<file path="config.mk">
export PLATFORM = sky130hd
export DESIGN_NAME = microarchtrace_evt_sched
export DESIGN_NICKNAME = d
export VERILOG_FILES = /design/src/rtl/microarchtrace_pkg.sv /design/src/rtl/microarchtrace_evt_fifo.sv /design/src/rtl/microarchtrace_evt_sched.sv
export SDC_FILE = /design/constraint.sdc
export NUM_CORES = 2
export LEC_CHECK = 0
export CAP_MARGIN = 5
export CORE_ASPECT_RATIO = 1.75
export CORE_MARGIN = 2
export CORE_UTILIZATION = 38
export CTS_CLUSTER_DIAMETER = 200
export DETAILED_ROUTE_END_ITERATION = 8
export REMOVE_ABC_BUFFERS = 1
export SYNTH_ARGS = -nofsm -noshare
export SYNTH_HDL_FRONTEND = slang
export SYNTH_SLANG_ARGS = --single-unit
</file>
<file path="constraint.sdc">
create_clock -name clk -period 73.5 [get_ports clk]
set_input_delay 7.35 -clock clk [delete_from_list [all_inputs] [get_ports clk]]
set_output_delay 7.35 -clock clk [all_outputs]
set_load 0.01 [all_outputs]
</file>
<file path="src/rtl/microarchtrace_pkg.sv">
// Shared types for the microarchitecture trace event scheduler: source and
// kind encodings, the buffered event record and the default FIFO depth.
package microarchtrace_pkg;

    typedef enum logic {
        SRC_IF = 1'b0,
        SRC_EX = 1'b1
    } src_e;

    typedef enum logic [1:0] {
        IF_SINGLE = 2'd0,
        IF_START  = 2'd1,
        IF_END    = 2'd2
    } if_kind_e;

    typedef enum logic [1:0] {
        EX_SINGLE     = 2'd0,
        EX_MULT_START = 2'd1,
        EX_MULT_END   = 2'd2
    } ex_kind_e;

    // One buffered trace event; ID/EX events carry zero insn/c/c_insn.
    typedef struct packed {
        logic        src;
        logic [1:0]  kind;
        logic [31:0] pc;
        logic [31:0] insn;
        logic        c;
        logic [15:0] c_insn;
        logic [31:0] ts;
    } evt_t;

    localparam int DEFAULT_DEPTH = 4;

    // Wrap-aware age test: a is older than b when (a - b) is negative.
    function automatic logic ts_older(input logic [31:0] a, input logic [31:0] b);
        logic [31:0] diff;
        diff = a - b;
        return diff[31];
    endfunction

endpackage

</file>
<file path="src/rtl/microarchtrace_evt_fifo.sv">
// Circular FIFO of trace events. Accepts a push while full as long as the
// head is popped in the same cycle. DEPTH must be a power of two, >= 2.
module microarchtrace_evt_fifo
    import microarchtrace_pkg::*;
#(
    parameter int DEPTH = DEFAULT_DEPTH
) (
    input  logic clk,
    input  logic rst,
    input  logic push,
    input  logic pop,
    input  evt_t din,
    output evt_t dout,
    output logic full,
    output logic empty
);

    localparam int AW = $clog2(DEPTH);
    localparam logic [AW:0] FULL_CNT = (AW + 1)'(DEPTH);

    evt_t          mem_q [DEPTH];
    evt_t          mem_d [DEPTH];
    logic [AW-1:0] wr_ptr_q, wr_ptr_d;
    logic [AW-1:0] rd_ptr_q, rd_ptr_d;
    logic [AW:0]   count_q, count_d;
    logic          push_ok, pop_ok;

    assign full  = (count_q == FULL_CNT);
    assign empty = (count_q == '0);
    assign dout  = mem_q[rd_ptr_q];

    assign pop_ok  = pop && !empty;
    assign push_ok = push && (!full || pop_ok);

    // Next-state for storage, pointers and occupancy.
    always_comb begin
        mem_d    = mem_q;
        wr_ptr_d = wr_ptr_q;
        rd_ptr_d = rd_ptr_q;
        count_d  = count_q;
        if (push_ok) begin
            mem_d[wr_ptr_q] = din;
            wr_ptr_d        = wr_ptr_q + 1'b1;
        end
        if (pop_ok) begin
            rd_ptr_d = rd_ptr_q + 1'b1;
        end
        case ({push_ok, pop_ok})
            2'b10:   count_d = count_q + 1'b1;
            2'b01:   count_d = count_q - 1'b1;
            default: count_d = count_q;
        endcase
    end

    // State registers; reset flushes the queue.
    always_ff @(posedge clk or posedge rst) begin
        if (rst) begin
            mem_q    <= '{default: '0};
            wr_ptr_q <= '0;
            rd_ptr_q <= '0;
            count_q  <= '0;
        end else begin
            mem_q    <= mem_d;
            wr_ptr_q <= wr_ptr_d;
            rd_ptr_q <= rd_ptr_d;
            count_q  <= count_d;
        end
    end

endmodule

</file>
<file path="src/rtl/microarchtrace_evt_sched.sv">
// Trace event scheduler: buffers fetch and ID/EX events in per-source FIFOs,
// timestamps them and serializes them onto one valid/ready stream with loss
// accounting.
// Optional feature macro MICROARCHTRACE_TS_ORDER_EN: when defined, the older
// head (wrap-aware timestamp compare, ties to ID/EX) is emitted first; when
// undefined, the two sources are served round-robin starting with ID/EX.
module microarchtrace_evt_sched
    import microarchtrace_pkg::*;
#(
    parameter int DEPTH = DEFAULT_DEPTH,
    parameter int CNT_W = 16
) (
    input  logic             clk,
    input  logic             rst,
    input  logic             enable,
    input  logic             if_valid,
    input  logic [1:0]       if_kind,
    input  logic [31:0]      if_pc,
    input  logic [31:0]      if_insn,
    input  logic             if_c,
    input  logic [15:0]      if_c_insn,
    input  logic             ex_valid,
    input  logic [1:0]       ex_kind,
    input  logic [31:0]      ex_pc,
    output logic             out_valid,
    input  logic             out_ready,
    output logic             out_src,
    output logic [1:0]       out_kind,
    output logic [31:0]      out_pc,
    output logic [31:0]      out_insn,
    output logic             out_c,
    output logic [15:0]      out_c_insn,
    output logic [31:0]      out_ts,
    output logic [CNT_W-1:0] drop_cnt,
    output logic             overflow
);

    logic [31:0]      ts_q, ts_d;
    evt_t             if_evt, ex_evt, if_head, ex_head;
    logic             if_full, if_empty, ex_full, ex_empty;
    logic             if_push, ex_push, if_pop, ex_pop;
    logic             if_drop, ex_drop;
    logic             load, sel_ex;
    evt_t             out_evt_q, out_evt_d;
    logic             out_valid_q, out_valid_d;
    logic [CNT_W-1:0] drop_cnt_q, drop_cnt_d;
    logic             overflow_q, overflow_d;

    // Adds up to two drops to the loss counter, sticking at all-ones.
    function automatic logic [CNT_W-1:0] sat_add2(input logic [CNT_W-1:0] cnt,
                                                  input logic a, input logic b);
        logic [CNT_W:0] sum;
        sum = {1'b0, cnt} + {{CNT_W{1'b0}}, a} + {{CNT_W{1'b0}}, b};
        return sum[CNT_W] ? {CNT_W{1'b1}} : sum[CNT_W-1:0];
    endfunction

    // Build the records to enqueue, stamped with the current timestamp.
    always_comb begin
        if_evt        = '0;
        if_evt.src    = SRC_IF;
        if_evt.kind   = if_kind;
        if_evt.pc     = if_pc;
        if_evt.insn   = if_insn;
        if_evt.c      = if_c;
        if_evt.c_insn = if_c_insn;
        if_evt.ts     = ts_q;
        ex_evt        = '0;
        ex_evt.src    = SRC_EX;
        ex_evt.kind   = ex_kind;
        ex_evt.pc     = ex_pc;
        ex_evt.ts     = ts_q;
    end

    microarchtrace_evt_fifo #(.DEPTH(DEPTH)) u_if_fifo (
        .clk   (clk),
        .rst   (rst),
        .push  (if_push),
        .pop   (if_pop),
        .din   (if_evt),
        .dout  (if_head),
        .full  (if_full),
        .empty (if_empty)
    );

    microarchtrace_evt_fifo #(.DEPTH(DEPTH)) u_ex_fifo (
        .clk   (clk),
        .rst   (rst),
        .push  (ex_push),
        .pop   (ex_pop),
        .din   (ex_evt),
        .dout  (ex_head),
        .full  (ex_full),
        .empty (ex_empty)
    );

`ifndef MICROARCHTRACE_TS_ORDER_EN
    logic last_grant_ex_q, last_grant_ex_d;

    // Remember which source was served last so the next grant alternates.
    always_comb begin
        last_grant_ex_d = last_grant_ex_q;
        if (if_pop || ex_pop) begin
            last_grant_ex_d = ex_pop;
        end
    end

    // Reset to "fetch served last" so ID/EX wins the first contested slot.
    always_ff @(posedge clk or posedge rst) begin
        if (rst) begin
            last_grant_ex_q <= 1'b0;
        end else begin
            last_grant_ex_q <= last_grant_ex_d;
        end
    end
`endif

    // Choose which FIFO head feeds the output slot.
    always_comb begin
        sel_ex = 1'b0;
        if (!ex_empty && if_empty) begin
            sel_ex = 1'b1;
        end else if (!ex_empty && !if_empty) begin
`ifdef MICROARCHTRACE_TS_ORDER_EN
            sel_ex = !ts_older(if_head.ts, ex_head.ts);
`else
            sel_ex = !last_grant_ex_q;
`endif
        end
    end

    // Pops follow slot loads; pushes may reuse a slot freed by a same-cycle pop.
    always_comb begin
        load    = !out_valid_q || out_ready;
        if_pop  = load && !if_empty && !sel_ex;
        ex_pop  = load && sel_ex;
        if_push = if_valid && enable && (!if_full || if_pop);
        ex_push = ex_valid && enable && (!ex_full || ex_pop);
        if_drop = if_valid && enable && if_full && !if_pop;
        ex_drop = ex_valid && enable && ex_full && !ex_pop;
    end

    // Output slot, timestamp and loss accounting next-state.
    always_comb begin
        out_valid_d = out_valid_q;
        out_evt_d   = out_evt_q;
        if (load) begin
            out_valid_d = !if_empty || !ex_empty;
            if (!if_empty || !ex_empty) begin
                out_evt_d = sel_ex ? ex_head : if_head;
            end
        end
        ts_d       = enable ? ts_q + 32'd1 : ts_q;
        drop_cnt_d = sat_add2(drop_cnt_q, if_drop, ex_drop);
        overflow_d = overflow_q || if_drop || ex_drop;
    end

    // Registers; asynchronous reset clears out_valid immediately.
    always_ff @(posedge clk or posedge rst) begin
        if (rst) begin
            out_valid_q <= 1'b0;
            out_evt_q   <= '0;
            ts_q        <= '0;
            drop_cnt_q  <= '0;
            overflow_q  <= 1'b0;
        end else begin
            out_valid_q <= out_valid_d;
            out_evt_q   <= out_evt_d;
            ts_q        <= ts_d;
            drop_cnt_q  <= drop_cnt_d;
            overflow_q  <= overflow_d;
        end
    end

    assign out_valid  = out_valid_q;
    assign out_src    = out_evt_q.src;
    assign out_kind   = out_evt_q.kind;
    assign out_pc     = out_evt_q.pc;
    assign out_insn   = out_evt_q.insn;
    assign out_c      = out_evt_q.c;
    assign out_c_insn = out_evt_q.c_insn;
    assign out_ts     = out_evt_q.ts;
    assign drop_cnt   = drop_cnt_q;
    assign overflow   = overflow_q;

endmodule

</file>
Word-level counts from Yosys, hierarchy flattened --
Index checks and enable logic that the tools add are counted.
Storage, ports and cells: flip-flop bits (word level) 1109, input port bits 123, output and inout port bits 134, word-level logic and storage cells 161
Operators by class: add/sub/neg operators 11, $lt $le $gt $ge 6, eq/ne operators 6, mux-type cells 18, bitwise gates (word level) 4, reductions and logical operators 42
Operators by type and width (number):
- $bwmux 464 | 2
- $mux 116 | 7
- $bmux 116 s2 | 2
- $demux 116 s2 | 2
- $add 32x1->32 const B | 1
- $logic_and 1x1->1 | 19
- $add 16x1->17 | 1
- $add 17x1->17 | 1
- $mux 16 | 1
- $ge 3x3->1 const B | 4
- $not 2->3 | 4
- $pmux 3 s2 | 2
- $logic_not 1->1 | 9
- $logic_or 1x1->1 | 9
- $add 2x1->2 const B | 4
- $add 3x1->3 const B | 2
- $eq 3x3->1 const B | 2
- $logic_not 3->1 | 2
- $lt 3x1->1 const B | 2
- $sub 3x1->3 const B | 2
- $eq 2x1->1 const B | 2
- $eq 2x2->1 const B | 2
- $reduce_bool 2->1 | 2
- $mux 1 | 2
- $reduce_and 2->1 | 1

Logic depth before layout (Yosys ltp) --
depth in word-level cells 12, mapped depth 12, depth with buffers taken out 10

Cells and area by module --
Synthesis repeated with hierarchy kept, for this count alone.
Unflattened totals: cell total of the unflattened synthesis 3037, area total of the unflattened synthesis 48381.4 um^2
Modules (own cells, without submodules):
- microarchtrace_evt_fifo at u_ex_fifo | times used 1, cells each 1160, area each 20377.0 um^2, seq. area each 11786.3 um^2
- microarchtrace_evt_fifo at u_if_fifo | times used 1, cells each 1160, area each 20368.3 um^2, seq. area each 11786.3 um^2
- microarchtrace_evt_sched | times used 1, cells each 717, area each 7636.1 um^2, seq. area each 4179.0 um^2

Worst setup path before layout --
OpenSTA, ideal clock, no wires.
kind input to register, from input port out_ready, to register drop_cnt_q[13], in the netlist drop_cnt[13], setup time 0.083 ns, arrival 9.762 ns, required time 73.417 ns, slack 63.655 ns, cell stages on the path 10, buffers on the path 1, cells stage by stage nand2b_1 > a2111oi_4 > and2_1 > fa_1 > ha_1 > inv_1 > nor4_1 > nand3_1 > clkbuf_1 > o21ai_0
Between the ends: cells in the longest elaborated chain, start to end 8, elaborated cells between the ends (all ways) 11, those cells by class 2 x add/sub; 1 x mux; 8 x reduce/logical
Ends and longest elaborated chain:
- start, declared | RTL line microarchtrace_evt_sched.sv:26 | input logic out_ready,
- $logic_or 1x1->1 * | RTL line microarchtrace_evt_sched.sv:133 | load = !out_valid_q || out_ready;
- $logic_and 1x1->1 (2 in series) | RTL line microarchtrace_evt_sched.sv:134 | if_pop = load && !if_empty && !sel_ex;
- $logic_not 1->1 | RTL line microarchtrace_evt_sched.sv:138 | if_drop = if_valid && enable && if_full && !if_pop;
- $logic_and 1x1->1 | RTL line microarchtrace_evt_sched.sv:138
- $add 16x1->17 | RTL line microarchtrace_evt_sched.sv:53 | sum = {1'b0, cnt} + {{CNT_W{1'b0}}, a} + {{CNT_W{1'b0}}, b};
- $add 17x1->17 * | RTL line microarchtrace_evt_sched.sv:53
- $mux 16 * | RTL line microarchtrace_evt_sched.sv:54 | return sum[CNT_W] ? {CNT_W{1'b1}} : sum[CNT_W-1:0];
- net drop_cnt_d[13] | RTL line microarchtrace_evt_sched.sv:46 | logic [CNT_W-1:0] drop_cnt_q, drop_cnt_d;
- end signal, assigned | RTL line microarchtrace_evt_sched.sv:169 | drop_cnt_q <= drop_cnt_d;
- end, declared | RTL line microarchtrace_evt_sched.sv:46
Mark *: on every way through the listed nets, which the timed path passes. The rest lies on a longest branch. A chain may end at the register's enable or synchronous reset.

==> flow_summary.json <==
{
  "finalWeightedCongestion": 0.738,
  "synthDistinctLibCells": 41,
  "hold_end": "u_ex_fifo.mem_q[115]",
  "yosysWarningCount": 0,
  "vias": 21900,
  "htree_levels": 3,
  "required_ps": 74150,
  "design.die.area_sq_mm": 0.105,
  "synth_most_common_cell": "dfrtp_1",
  "first_pass_iters": 4,
  "postCtsSetupBuffers": 0,
  "dp_hpwl_microns": 57500,
  "cts_tree": "done",
  "max_freq_mhz": 86.4,
  "hold_slack_ps": 468,
  "die_h_microns": 428,
  "critical_path.max_fanout": 177,
  "vias_per_cell": 5.34,
  "synthArstFlopShare_pct": 100,
  "path_class": "primary input to async pin",
  "cts_max_path_buffers": 3,
  "rrSetupSlack_ps": 69650,
  "post_cts_resize_count": 0,
  "postCtsHoldBufs": 0,
  "grt_pass1_wl_microns": 151000,
  "grt_usage_pct": 18.7,
  "rsz0062_at_grt": "no",
  "core_sq_mm": 0.102,
  "hold_viol_final": 0,
  "drv_slew": 0,
  "drive_above_1_share_pct": 40.7,
  "grt_max_degree": 178,
  "drc_errors": 0,
  "min_period_ps": 11580,
  "cp-start-kind": "primary input",
  "p_per_area_mw_per_mm2": 40.8,
  "ir_drop_v": 0.0000303,
  "area_growth_pct": 17.7,
  "hp-class": "register to register",
  "worstRegToRegCells": 10,
  "synthesis.area_per_instance_sq_um": 15.7,
  "worstHoldStart": "u_ex_fifo.mem_q[115]",
  "ioPinCount": 257,
  "period_share_pct": 15.8,
  "synthCells": 2488,
  "cp-end-kind": "async pin",
  "routed_wirelength_microns": 96500,
  "die_width_microns": 246,
  "synthTopCellsByArea": "dfrtp_1 58%, mux2_2 21%, mux4_2 11%, nand2_1 1.3%, a22o_1 1.1%",
  "static-leakage-power_nw": 19.8,
  "arrival_ps": 12220,
  "ys_ff_latch": 909,
  "synth_edf_count": 0,
  "synth_commonest_cells": "909 x dfrtp_1, 728 x mux2_2, 182 x mux4_2",
  "syn_area_sq_mm": 0.0390,
  "clk_latency_ps": 660,
  "num_rows": 155,
  "gr-total-overflow": 0,
  "cts.sinks": 909,
  "synthFlopType": "dfrtp_1",
  "start_util_pct": 38.3,
  "fin_nets": 2822,
  "seq_area_frac_synth_pct": 58.3,
  "io_buffers": 256,
  "skew_ps": 17.4,
  "rr_startpoint": "u_if_fifo.count_q[0]",
  "synth_top_area_share_pct": 58.3,
  "r2r_end": "drop_cnt[13]",
  "worstHoldPathCells": 1,
  "post_drt_wl_per_cell_microns": 23.6,
  "cap_violations": 0,
  "drt_iter0_drc": 1004,
  "path_clk_slew_ps": 60,
  "slew_headroom_pct": 21.3,
  "tightestPinTransition_ps": 1180,
  "drtAntennaViolNets": 0,
  "setup_viol": 0,
  "root_buffer": "clkbuf_16",
  "antenna_found_initial": 8,
  "tns_ps": 0,
  "synth_top_cell_by_area": "dfrtp_1",
  "cts_inserted_buffers": 87,
  "grt_pass1_vias": 25200,
  "status": "finished clean"
}
==> area by class of cell <==
type / count / area (sq um)
clock inverters: 36 / 483
clock buffers: 123 / 2620
diodes: 5 / 12.5
multi-input cells: 1371 / 15400
well taps: 1334 / 1670
repair buffers: 295 / 2880
inverters: 20 / 85.1
flip-flops and latches: 909 / 22800
fillers: 8853 / 55900
==> sequential cells by signal (all words and copies together), names as in the netlist <==
signal	count
u_if_fifo.mem_q	460
u_ex_fifo.mem_q	268
out_insn	32
out_pc	32
out_ts	32
ts_q	32
drop_cnt	16
out_c_insn	16
u_ex_fifo.count_q	3
u_if_fifo.count_q	3
out_kind	2
u_ex_fifo.rd_ptr_q	2
u_ex_fifo.wr_ptr_q	2
u_if_fifo.rd_ptr_q	2
u_if_fifo.wr_ptr_q	2
last_grant_ex_q	1
out_c	1
out_src	1
out_valid	1
overflow	1
==> worst max-delay path: stages <==
cell	delay, ps
clkdlybuf4s50_1	500
inv_8	540
buf_12	650
buf_4	960
buf_4	910
buf_4	900
==> stage by stage <==
step	total power, W	instance area, sq um	worst slack [ps]	utilization, %	instances
detailed placement	0.00141	42800	61010	42.0	3929
floorplan	0.00121	38100	40590	-	2300
CTS	0.00191	45900	61740	45.1	4088
finish	0.00188	45900	61920	45.1	4093
global route	0.00198	45900	61130	45.1	4093
global placement	0.00137	42800	61310	42.0	3929
==> power breakdown <==
part	switching (W)	leakage, nW	internal, W	total [W]
clock	0.000196	1.54	0.000287	0.000483
sequential	0.000121	11.5	0.000679	0.000800
combinational	0.000247	6.74	0.000345	0.000592
==> how the worst max path moves through the flow <==
stage | endpoint | slack [ps] | startpoint | cells after the start
after global routing | u_if_fifo.mem_q[51] | 61130 | rst | 6
after detailed placement | out_insn[22] | 61010 | rst | 6
after CTS | u_if_fifo.mem_q[51] | 61740 | rst | 6
final | u_if_fifo.mem_q[51] | 61920 | rst | 6
after global placement | u_if_fifo.mem_q[187] | 61310 | rst | 6
after floorplan | drop_cnt[0] | 40590 | rst | 1
==> cell families after synthesis <==
group | after synthesis | share of synthesized area (%)
adder cells (fa/ha/maj) | 15 | 0.539
multiplexers | 943 | 32.4
buffers and inverters | 208 | 2.39
AO/OA/AOI/OAI | 136 | 2.60
flip-flops | 909 | 58.3
XOR/XNOR | 52 | 1.17
AND/OR/NAND/NOR | 225 | 2.62
==> routing by layer <==
metal	routed length, microns	share of wire, %	GRT usage [%]	vias up
met2	51700	54	33.5	409
met3	3930	4.1	3.14	151
li1	-	-	-	9461
met1	38000	39	22.2	11900
met4	2790	2.9	7.49	4
met5	28	0.029	0	-
==> placed cells by master, fill, tap and decap left out, types with 11 or more instances in the layout <==
| cell type | n |
|---|---|
| dfrtp_1 | 905 |
| mux2_2 | 728 |
| clkdlybuf4s50_1 | 256 |
| mux4_2 | 182 |
| nand2_1 | 134 |
| clkbuf_16 | 92 |
| a22o_1 | 50 |
| xnor2_1 | 40 |
| buf_4 | 37 |
| a22oi_1 | 35 |
| o21ai_0 | 35 |
| mux2i_1 | 33 |
| clkbuf_8 | 20 |
| nand3_1 | 19 |
| clkinv_2 | 19 |
| inv_1 | 18 |
| nand4_1 | 16 |
| xor2_1 | 12 |
| nor2_1 | 12 |
| ha_1 | 12 |
| clkbuf_1 | 11 |
| bufinv_16 | 11 |
No activity file was read; power rests on OpenSTA's default activity.
